### src/rtl/phys_free_list_pkg.sv
// phys_free_list_pkg: shared register-file sizing and ID types for the rename free list
package phys_free_list_pkg;
  localparam int NUM_PHYS_REGS = 64;
  localparam int NUM_INT_REGS = 32;
  localparam int NUM_ARCH_REGS = NUM_INT_REGS;
  localparam int PHYS_W = $clog2(NUM_PHYS_REGS);
  localparam int DEPTH = NUM_PHYS_REGS - NUM_ARCH_REGS;
  localparam int PTR_W = $clog2(DEPTH) + 1;
  typedef logic [PHYS_W-1:0] phys_id_t;
  typedef logic [PTR_W-1:0] ptr_t;
endpackage

### src/rtl/phys_free_list.sv
// phys_free_list: circular free list of physical register IDs with speculative and committed heads
module phys_free_list
  import phys_free_list_pkg::*;
(
  input  logic              clk,
  input  logic              rst,
  input  logic              alloc_req,
  output logic              alloc_valid,
  output logic [PHYS_W-1:0] alloc_phys,
  input  logic              commit_en,
  input  logic [PHYS_W-1:0] commit_old_phys,
  input  logic              flush,
  output logic [PHYS_W-1:0] free_count,
  output logic              err_overflow,
  output logic              err_underflow
);
  phys_id_t entry [DEPTH];
  ptr_t spec_head, commit_head, tail, commit_head_next;
  logic empty, full, alloc_fire, release_ok, underflow;
  assign empty = spec_head == tail;
  assign full = spec_head[PTR_W-2:0] == tail[PTR_W-2:0] && spec_head[PTR_W-1] != tail[PTR_W-1];
  assign alloc_valid = !empty && !flush;
  assign alloc_phys = entry[spec_head[PTR_W-2:0]];
  assign alloc_fire = alloc_req && alloc_valid;
  assign underflow = commit_en && commit_head == spec_head;
  assign release_ok = commit_en && !full;
  // flush rewinds to the committed head including any commit landing this same cycle
  assign commit_head_next = commit_head + ptr_t'(commit_en && !underflow);
  assign free_count = PHYS_W'(tail - spec_head);
  always_ff @(posedge clk or posedge rst)
    if (rst) begin
      for (int i = 0; i < DEPTH; i++) entry[i] <= phys_id_t'(NUM_ARCH_REGS + i);
      spec_head <= '0;
      commit_head <= '0;
      tail <= ptr_t'(DEPTH);
      err_overflow <= 1'b0;
      err_underflow <= 1'b0;
    end else begin
      if (release_ok) entry[tail[PTR_W-2:0]] <= commit_old_phys;
      tail <= tail + ptr_t'(release_ok);
      commit_head <= commit_head_next;
      spec_head <= flush ? commit_head_next : spec_head + ptr_t'(alloc_fire);
      err_overflow <= err_overflow || (commit_en && full);
      err_underflow <= err_underflow || underflow;
    end
endmodule

### config.mk
export PLATFORM = sky130hd
export DESIGN_NAME = phys_free_list
export DESIGN_NICKNAME = d
export VERILOG_FILES = /design/src/rtl/phys_free_list_pkg.sv /design/src/rtl/phys_free_list.sv
export SDC_FILE = /design/constraint.sdc
export NUM_CORES = 1
export LEC_CHECK = 0
export CAP_MARGIN = 20
export CORE_MARGIN = 3
export CORE_UTILIZATION = 43
export DETAILED_ROUTE_END_ITERATION = 6
export SETUP_SLACK_MARGIN = 0.5
export SLEW_MARGIN = 20
export SYNTH_ARGS = -nofsm -noshare
export SYNTH_HDL_FRONTEND = slang
export SYNTH_SLANG_ARGS = --single-unit
### constraint.sdc
create_clock -name clk -period 15.85 [get_ports clk]
set_input_delay 2.3775 -clock clk [delete_from_list [all_inputs] [get_ports clk]]
set_output_delay 2.3775 -clock clk [all_outputs]
set_load 0.1 [all_outputs]
==> results of run 1 <==
## synthesized netlist by cell type, drive strengths merged, types with 5 or more instances
| cell | count |
|---|---|
| nand3 | 7 |
| a22oi | 11 |
| dfstp | 113 |
| o21ai | 5 |
| buf | 16 |
| and3 | 9 |
| nand2 | 18 |
| xnor2 | 14 |
| ha | 11 |
| inv | 15 |
| dfrtp | 99 |
| a221oi | 11 |
| nor2 | 34 |
| a31oi | 5 |
| xor2 | 8 |
| mux4 | 36 |
| mux2 | 219 |
| clkbuf | 29 |
## final cells by class
cell class / count / area, sq um / area share [%]
sequential: 212 / 5450 / 47.0
tap: 313 / 392 / 3.38
multi-input combinational: 429 / 4530 / 39.1
timing repair buffer: 35 / 320 / 2.76
clock buffer: 35 / 713 / 6.16
clock inverter: 11 / 118 / 1.02
inverter: 15 / 63.8 / 0.551
## worst max-delay path, delay by kind of cell
kind | cells | cell delay [ns]
AOI/OAI and AO/OA | 1 | 0.25
buffers and inverters | 2 | 1.75
## how the worst max path moves through the flow
stage	startpoint	endpoint	slack (ns)	depth (start not counted)
final	flush	alloc_valid	9.08	3
after global routing	flush	alloc_valid	9.02	3
after CTS	flush	alloc_valid	9.08	3
after detailed placement	flush	alloc_valid	9.09	3
after global placement	flush	alloc_valid	9.09	3
after floorplan	rst	commit_head[0]	7.87	1
## routing by layer
layer	GRT usage, %	vias up
li1	-	2615
met1	26.0	3188
met2	30.7	137
met3	4.51	41
met4	4.93	0
met5	0	-
## flip-flops by register name, indices dropped and copies added (netlist names)
name and count:
commit_head 6, err_overflow 1, tail 6, spec_head 6, entry 192, err_underflow 1
## stage by stage
step                      cell area (sq um)  hold slack, ns
final                                 11600           0.464
after floorplan                       10200           0.474
after detailed placement              10800           0.454
after global placement                10800           0.451
after global routing                  11600           0.505
after CTS                             11600           0.468
## logic make-up after synthesis
logic type | Yosys count
compound gates | 49
xor+xnor | 22
fa+ha+maj | 12
buf+inv | 60
flops | 212
mux | 256
simple gates | 90
==> PnR_summary.wiki, run 1 <==
{| class="wikitable"
! Metric !! Value
|-
| Count of nets left with antenna violations after detail routing || 0
|-
| Dominant synthesized flop cell || dfstp_2
|-
| Grt ovf || 0
|-
| Maximum count of clock buffers along a single path || 3
|-
| Cell chosen for the clock root || clkbuf_16
|-
| DRC || 0
|-
| Post-synthesis compound-gate area fraction || 4.27%
|-
| CP Launch Type || input port
|-
| Count of maximum capacitance violations || 0
|-
| Area share of xor/xnor cells in the synthesized design || 2.07%
|-
| Setup total negative slack || 0 ns
|-
| Sequential-to-total area share from yosys stat || 53.3%
|-
| Async set-reset flop share out of synthesis || 100%
|-
| Starting Density || 44.5%
|-
| Critical Path Slowest Stage Cell || clkdlybuf4s50_1
|-
| Final-report setup violation count || 0
|-
| Critical path data required time || 13.47 ns
|-
| Number of global-route vias before repair || 6592
|-
| Total of fill cells in the finished design || 2032
|-
| Count of non-filler cells in the finished layout || 1050
|-
| Total Routed Length || 24.0 mm
|-
| Setup slack, reg-to-reg || 12.53 ns
|-
| Combinational family with the most area after synthesis || multiplexers
|-
| Clock skew after layout || 0.0253 ns
|-
| Number of DRC violations after detailed-routing iteration 0 || 352
|-
| Met2 wire len || 11.3 mm
|-
| Post-synth top area share || 29.0%
|-
| Hold Buf Count CTS || 0
|-
| Adder-cell share of the synthesized area || 1.54%
|-
| Antenna violations before repair || 0
|-
| Biggest area contributors in the synthesized netlist || dfstp_2, dfrtp_1, mux2_2
|-
| Met3 wire length || 1.50 mm
|-
| Largest area contributor in the synthesized netlist || dfstp_2
|-
| HPWL after detailed placement || 15.3 mm
|-
| Tcrit/Tclk final || 42.7%
|-
| Most prevalent standard cell on the critical path || clkdlybuf4s50_1
|-
| Die span in x || 160 um
|-
| Post-synth EDFFs || 0
|-
| Tightest slew margin relative to the limit || 29.5%
|-
| Drt pass-1 iters || 4
|-
| I/O pin total || 26
|-
| Type of destination of the critical path || output port
|-
| Number of endpoints with negative hold slack in the final report || 0
|-
| Place WS || 9.09 ns
|-
| Category of the critical setup timing path || input port to output port
|-
| Port-buffer cells || 25
|-
| Synth Warn # || 0
|-
| CTS clk-pin slew, worst paths || 0.06 ns
|-
| Core Util, Final || 50.4%
|-
| Number of nets in the synthesized netlist || 724
|-
| Setup repair after global routing missed its margin || false
|-
| Largest net degree at the start of global routing || 98
|-
| Most common library cell in the layout ignoring fill and taps || mux2_2
|-
| Cells on worst reg2reg path || 7
|-
| Crit Reg-Reg Startpoint || spec_head[2]
|-
| Fraction of layout cells with a size suffix above 1 || 59.3%
|-
| Mux share of post-synthesis cell area || 32.2%
|-
| Number of H-tree levels || 1
|-
| Chip Height || 160 um
|-
| Mapped Area || 10200 sq um
|-
| Global Route Usage Sum || 19.0%
|-
| Final Worst Setup Slack || 9.08 ns
|-
| Floorplan die area || 25700 sq um
|-
| Fmax || 148 MHz
|-
| Post-synthesis register bit count || 212
|-
| Distinct cells, synth || 45
|-
| Average wire per cell in the routed design || 22.8 um
|-
| Commonest non-fill, non-tap cells in the layout || mux2_2, dfstp_2, dfrtp_1
|-
| Average instance area after synthesis || 14.6 sq um
|-
| Wire length of the first global-routing pass || 38.5 mm
|-
| Antenna diode count || 0
|-
| CP max stage delay || 1.17 ns
|-
| Worst-skew pair later-pin latency || 0.52 ns
|-
| CTS buffer count || 25
|-
| GPL Wtd Cong || 0.808
|-
| Clock period minus worst slack || 6.77 ns
|-
| Placed Cells incl. Taps || 1004
|-
| Endpoint, Worst Hold || err_underflow
|-
| Arrival @ worst endpoint || 4.39 ns
|-
| Count of vias placed by the detailed router || 5981
|-
| Worst Max-Slew Pin Slew || 1.05 ns
|-
| Number of buffers inserted by post-CTS setup repair || 0
|-
| Simple-gate share of the synthesized area || 4.25%
|-
| Resized cells post-CTS || 0
|-
| Launch instance of the worst min-delay path || err_underflow
|-
| Core region area || 23000 sq um
|-
| Number of nets in the layout || 741
|-
| Count of standard-cell rows || 55
|-
| Wire length on met1 || 10.6 mm
|-
| Area added between synthesis and finish || 13.3%
|-
| Number of pins with negative max-slew slack in the final report || 0
|-
| Class of the worst hold path || flop to flop
|-
| Crit Reg-Reg Endpoint || entry[63]
|-
| DR top layer || met4
|-
| Vias/cell || 5.70
|-
| Instance count of the mapped netlist || 701
|-
| Hold path depth || 2
|-
| Maximum fanout along the worst path || 10
|-
| Status || complete, no violations
|-
| TritonCTS Sinks || 212
|-
| Worst path cell trace || clkdlybuf4s50_1 > a21oi_1 > clkdlybuf4s50_1
|-
| CTS tree || yes
|}
Power of run 1 is not shown: default switching activity piles up to over one toggle a cycle in this logic, so the estimate is an artifact.
==> run 2: changes to the inputs <==
- clock period: 15.85 -> 6.92 ns (I/O delays scaled with it)
==> run 2 against run 1 <==
Via count decreased by 1.4%. Clock skew is 0.012 ns lower. Non-clock buffer count rose by 1. Register-to-register slack got worse by 8.9 ns. Die area unchanged. First-iteration DRC count down 14%. Cell area decreased by 0.43%. Wire length down 1.0%. Critical path type is now flop to output port. Utilization is 0.22 points lower. Sequential share of layout area is 0.20 points higher. Final cell count hardly changed. Hold slack improved by 0.0035 ns.
==> PnR_summary.wiki, run 2 (synthesis results as in run 1) <==
{| class="wikitable"
! Metric !! Value
|-
| CTS tree || yes (unchanged)
|-
| Number of global-route vias before repair || 6359 (was 6592)
|-
| TritonCTS Sinks || 212 (unchanged)
|-
| Count of vias placed by the detailed router || 5898 (was 5981)
|-
| Chip Height || 160 um (unchanged)
|-
| Worst-skew pair later-pin latency || 0.52 ns (about the same)
|-
| Number of pins with negative max-slew slack in the final report || 0 (unchanged)
|-
| Count of standard-cell rows || 55 (unchanged)
|-
| Critical Path Slowest Stage Cell || clkdlybuf4s50_1 (unchanged)
|-
| Fmax || 188 MHz
|-
| Final-report setup violation count || 0 (unchanged)
|-
| Type of destination of the critical path || output port (unchanged)
|-
| Setup total negative slack || 0 ns (unchanged)
|-
| Drt pass-1 iters || 4 (unchanged)
|-
| Launch instance of the worst min-delay path || err_overflow (was err_underflow)
|-
| Count of maximum capacitance violations || 0 (unchanged)
|-
| Number of H-tree levels || 1 (unchanged)
|-
| Critical path data required time || 5.88 ns (was 13.47 ns)
|-
| Resized cells post-CTS || 0 (unchanged)
|-
| HPWL after detailed placement || 15.5 mm (was 15.3 mm)
|-
| Arrival @ worst endpoint || 4.29 ns (was 4.39 ns)
|-
| Total of fill cells in the finished design || 1975 (was 2032)
|-
| GPL Wtd Cong || 0.790 (was 0.808)
|-
| Max FFs per register || 192 (unchanged)
|-
| Area added between synthesis and finish || 12.8% (was 13.3%)
|-
| I/O pin total || 26 (unchanged)
|-
| Worst Max-Slew Pin Slew || 0.987 ns (was 1.05 ns)
|-
| Area of the multi-input gates || 4530 sq um (unchanged)
|-
| Register Area || 5450 sq um (unchanged)
|-
| Core region area || 23000 sq um (unchanged)
|-
| Floorplan die area || 25700 sq um (unchanged)
|-
| Largest reg by FF count || entry (unchanged)
|-
| Vias/cell || 5.62 (was 5.70)
|-
| Tcrit/Tclk final || 77.0%
|-
| CTS clk-pin slew, worst paths || 0.06 ns (about the same)
|-
| CP max stage delay || 1.24 ns (was 1.17 ns)
|-
| Hold path depth || 1 (was 2)
|-
| Setup slack, reg-to-reg || 3.67 ns (was 12.53 ns)
|-
| Cell chosen for the clock root || clkbuf_16 (unchanged)
|-
| Category of the critical setup timing path || flop to output port (was input port to output port)
|-
| Endpoint, Worst Hold || err_overflow (was err_underflow)
|-
| Status || complete, no violations (unchanged)
|-
| Port-buffer cells || 25 (unchanged)
|-
| Fraction of layout cells with a size suffix above 1 || 59.1% (was 59.3%)
|-
| Antenna violations before repair || 0 (unchanged)
|-
| Crit Reg-Reg Startpoint || spec_head[4] (was spec_head[2])
|-
| Clock skew after layout || 0.0133 ns (was 0.0253 ns)
|-
| Clock period minus worst slack || 5.33 ns
|-
| Largest net degree at the start of global routing || 81 (was 98)
|-
| Tightest slew margin relative to the limit || 34.0% (was 29.5%)
|-
| Total Routed Length || 23.7 mm (was 24.0 mm)
|-
| Number of DRC violations after detailed-routing iteration 0 || 301 (was 352)
|-
| Antenna diode count || 0 (unchanged)
|-
| Wire length of the first global-routing pass || 37.9 mm (was 38.5 mm)
|-
| Die span in x || 160 um (unchanged)
|-
| Class of the worst hold path || flop to flop (unchanged)
|-
| Starting Density || 44.5% (unchanged)
|-
| Number of buffers inserted by post-CTS setup repair || 0 (unchanged)
|-
| Crit Reg-Reg Endpoint || spec_head[5] (was entry[63])
|-
| Number of nets in the layout || 741 (unchanged)
|-
| CTS buffer count || 24 (was 25)
|-
| DRC || 0 (unchanged)
|-
| Maximum count of clock buffers along a single path || 3 (unchanged)
|-
| Count of nets left with antenna violations after detail routing || 0 (unchanged)
|-
| Cells on worst reg2reg path || 11 (was 7)
|-
| Grt ovf || 0 (unchanged)
|-
| Worst path cell trace || buf_4 > mux4_2 > a22oi_1 > and3_1 > a311oi_1 > clkdlybuf4s50_1 (was clkdlybuf4s50_1 > a21oi_1 > clkdlybuf4s50_1)
|-
| Commonest non-fill, non-tap cells in the layout || mux2_2, dfstp_2, dfrtp_1 (unchanged)
|-
| Hold Buf Count CTS || 0 (unchanged)
|-
| Most common library cell in the layout ignoring fill and taps || mux2_2 (unchanged)
|-
| Global Route Usage Sum || 18.8% (was 19.0%)
|-
| Number of endpoints with negative hold slack in the final report || 0 (unchanged)
|-
| Setup repair after global routing missed its margin || false (unchanged)
|-
| Maximum fanout along the worst path || 42 (was 10)
|-
| Average wire per cell in the routed design || 22.6 um (was 22.8 um)
|-
| CP Launch Type || flop (was input port)
|}
-- run 2: cell count changes in the layout (fill, tap and decap cells not counted) --
cell and change:
clkbuf_1 +1, clkinv_8 +1, inv_6 -2, clkbuf_16 -1, inv_8 -1, bufinv_16 -1
buf_6 +1, clkinv_2 +2, clkinvlp_4 -1
-- run 2: cell type report --
class	count	share of cell area [%]
clock inverters	9	0.705
inverters	15	0.521
repair buffers	36	2.87
flip-flops and latches	212	47.2
well taps	313	3.39
multi-input cells	429	39.3
clock buffers	35	6.00
-- run 2: worst max-delay path by stage --
stage                       from             to  slack, ns  depth (start not counted)
floorplan           spec_head[2]   spec_head[5]       2.21                         14
global placement    spec_head[1]  alloc_phys[4]       2.09                          6
detailed placement  spec_head[0]  alloc_phys[4]       2.18                          6
CTS                 spec_head[0]  alloc_phys[4]       1.61                          6
global route        spec_head[0]  alloc_phys[4]       1.44                          6
finish              spec_head[0]  alloc_phys[4]       1.59                          6
-- run 2: through the flow --
step	cells	setup WS, ns	cell area, sq um	hold WS (ns)	util (%)
3_3_place_gp	1005	2.09	10800	0.444	46.8
3_5_place_dp	1005	2.18	10800	0.459	46.8
5_1_grt	1049	1.44	11500	0.503	50.2
2_1_floorplan	701	2.21	10200	0.474	-
6_report	1049	1.59	11500	0.467	50.2
4_1_cts	1049	1.61	11500	0.473	50.2
-- run 2: worst max-delay path, delay by kind of cell, from the launching register on --
| kind | cells | cell delay [ns] |
|---|---|---|
| flops | 1 | 0.91 |
| compound gates | 2 | 0.54 |
| simple gates | 1 | 0.26 |
| buf+inv | 2 | 1.72 |
| mux | 1 | 0.29 |
-- run 2: per-layer routing --
layer / part of all wire (%) / global-route usage (%) / routed length, um
met2: 47 / 30.1 / 11200
met4: 2.4 / 5.01 / 558
met5: 0 / 0 / 0
met3: 4.2 / 3.68 / 1000
met1: 46 / 26.5 / 11000
Power of run 2 is left out for the same reason.
==> run 3: changes to the inputs <==
- clock period: 6.92 -> 4.6 ns (I/O delays scaled with it)
==> run 3 against run 2 <==
Non-clock buffer count rose by 1. Die area unchanged. Critical path type unchanged. Flip-flop and latch count unchanged.
==> PnR_summary.wiki, run 3 (synthesis results as in run 1) <==
{| class="wikitable"
! Metric !! Value
|-
| Antenna violations before repair || 0 (unchanged)
|-
| Critical Path Slowest Stage Cell || dfrtp_4 (was clkdlybuf4s50_1)
|-
| Met3 layer usage reported by global route || 3.97% (was 3.68%)
|-
| Met2 track demand over resource || 31.6% (was 30.1%)
|-
| Area added between synthesis and finish || 13.2% (was 12.8%)
|-
| Critical path data required time || 3.91 ns (was 5.88 ns)
|-
| Final-report setup violation count || 0 (unchanged)
|-
| Setup repair after global routing missed its margin || false (unchanged)
|-
| Worst Max-Slew Pin Slew || 0.964 ns (was 0.987 ns)
|-
| Crit path launch || spec_head[0] (unchanged)
|-
| Port-buffer cells || 25 (unchanged)
|-
| Type of destination of the critical path || output port (unchanged)
|-
| Arrival @ worst endpoint || 3.29 ns (was 4.29 ns)
|-
| GPL Wtd Cong || 0.842 (was 0.790)
|-
| CTS tree || yes (unchanged)
|-
| Worst path cell trace || mux2_2 > a221oi_1 > and3_1 > a311oi_2 > buf_4 (was buf_4 > mux4_2 > a22oi_1 > and3_1 > a311oi_1 > clkdlybuf4s50_1)
|-
| Status || complete, no violations (unchanged)
|-
| Number of endpoints with negative hold slack in the final report || 0 (unchanged)
|-
| I/O pin total || 26 (unchanged)
|-
| Clock period minus worst slack || 3.98 ns
|-
| CP Launch Type || flop (unchanged)
|-
| Core Util, Final || 50.4% (was 50.2%)
|-
| Antenna diode count || 0 (unchanged)
|-
| Starting Density || 44.5% (unchanged)
|-
| Number of nets in the layout || 743 (was 741)
|-
| Placed Cells incl. Taps || 1006 (was 1005)
|-
| Maximum count of clock buffers along a single path || 3 (unchanged)
|-
| HPWL after detailed placement || 16.2 mm (was 15.5 mm)
|-
| Total Routed Length || 24.4 mm (was 23.7 mm)
|-
| CTS clk-pin slew, worst paths || 0.06 ns (about the same)
|-
| Crit Reg-Reg Startpoint || spec_head[2] (was spec_head[4])
|-
| Most common library cell in the layout ignoring fill and taps || mux2_2 (unchanged)
|-
| Clock skew after layout || 0.00631 ns (was 0.0133 ns)
|-
| Number of pins with negative max-slew slack in the final report || 0 (unchanged)
|-
| Average wire per cell in the routed design || 23.2 um (was 22.6 um)
|-
| Count of vias placed by the detailed router || 5990 (was 5898)
|-
| Drt pass-1 iters || 6 (was 4)
|-
| Tightest slew margin relative to the limit || 35.5% (was 34.0%)
|-
| Class of the worst hold path || flop to flop (unchanged)
|-
| Die span in x || 160 um (unchanged)
|-
| Tcrit/Tclk final || 86.6%
|-
| Launch instance of the worst min-delay path || err_overflow (unchanged)
|-
| DRC || 0 (unchanged)
|-
| Worst-skew pair later-pin latency || 0.51 ns (was 0.52 ns)
|-
| Fmax || 251 MHz
|-
| Floorplan die area || 25700 sq um (unchanged)
|-
| Core region area || 23000 sq um (unchanged)
|-
| Count of standard-cell rows || 55 (unchanged)
|-
| Wire length of the first global-routing pass || 39.0 mm (was 37.9 mm)
|-
| Chip Height || 160 um (unchanged)
|-
| Number of H-tree levels || 1 (unchanged)
|-
| TritonCTS Sinks || 212 (unchanged)
|-
| Number of global-route vias before repair || 6581 (was 6359)
|-
| Commonest non-fill, non-tap cells in the layout || mux2_2, dfstp_2, dfrtp_1 (unchanged)
|-
| Setup total negative slack || 0 ns (unchanged)
|-
| Count of non-filler cells in the finished layout || 1051 (was 1049)
|-
| Hold Buf Count CTS || 0 (unchanged)
|-
| Cell chosen for the clock root || clkbuf_16 (unchanged)
|-
| Largest reg by FF count || entry (unchanged)
|-
| Count of nets left with antenna violations after detail routing || 0 (unchanged)
|-
| GR peak layer || met2 (unchanged)
|-
| Category of the critical setup timing path || flop to output port (unchanged)
|-
| Number of DRC violations after detailed-routing iteration 0 || 421 (was 301)
|-
| Tightest hold margin || 0.466 ns (was 0.467 ns)
|-
| Fraction of met1 tracks used by global routing || 26.0% (was 26.5%)
|-
| Global Route Usage Sum || 19.3% (was 18.8%)
|-
| Max FFs per register || 192 (unchanged)
|-
| Largest net degree at the start of global routing || 87 (was 81)
|-
| CP max stage delay || 1.03 ns (was 1.24 ns)
|-
| CTS buffer count || 25 (was 24)
|-
| Count of maximum capacitance violations || 0 (unchanged)
|-
| Maximum fanout along the worst path || 52 (was 42)
|-
| Fraction of layout cells with a size suffix above 1 || 61.1% (was 59.1%)
|-
| Grt ovf || 0 (unchanged)
|-
| Vias/cell || 5.70 (was 5.62)
|}
-- run 3: what timing repair did --
item / 4_1_cts / 5_1_grt
buffers inserted: 0 / 0
setup endpoints to repair: 0 / 1
resized for setup: 0 / 1
-- run 3: path summary, 6_finish.rpt --
path / end / slack [ns] / cells past startpoint
min: err_overflow / 0.47 / 1
max in group asynchronous: entry[47] / 2.92 / 3
max reg2reg: spec_head[5] / 1.17 / 11
min reg2reg: err_overflow / 0.47 / 1
min in group asynchronous: entry[170] / 0.72 / 2
max: alloc_phys[4] / 0.62 / 5
-- run 3: area by class of cell --
type                            count  area (sq um)
Multi-Input combinational cell    429          4550
Inverter                           15          60.1
Clock buffer                       37           721
Clock inverter                      8          78.8
Tap cell                          313           392
Fill cell                        1973         11400
Timing Repair Buffer               37           325
Sequential cell                   212          5450
-- run 3: per-layer routing --
layer | wire (um) | vias to the layer above
li1 | - | 2612
met1 | 10600 | 3173
met2 | 11700 | 158
met3 | 1450 | 47
met4 | 690 | 0
met5 | 0 | -
-- run 3: through the flow --
step	area, sq um	setup WS (ns)
after global placement	10800	1.13
after CTS	11600	0.572
after floorplan	10200	0.543
after detailed placement	10800	1.13
after global routing	11600	0.505
final	11600	0.617
-- run 3: worst max-delay path: cells and delay by family (launching register included) --
family / cells / cell delay, ns
simple gates: 1 / 0.30
buf+inv: 1 / 0.27
mux: 1 / 0.43
flops: 1 / 1.03
compound gates: 2 / 0.69
Power of run 3 is left out for the same reason.
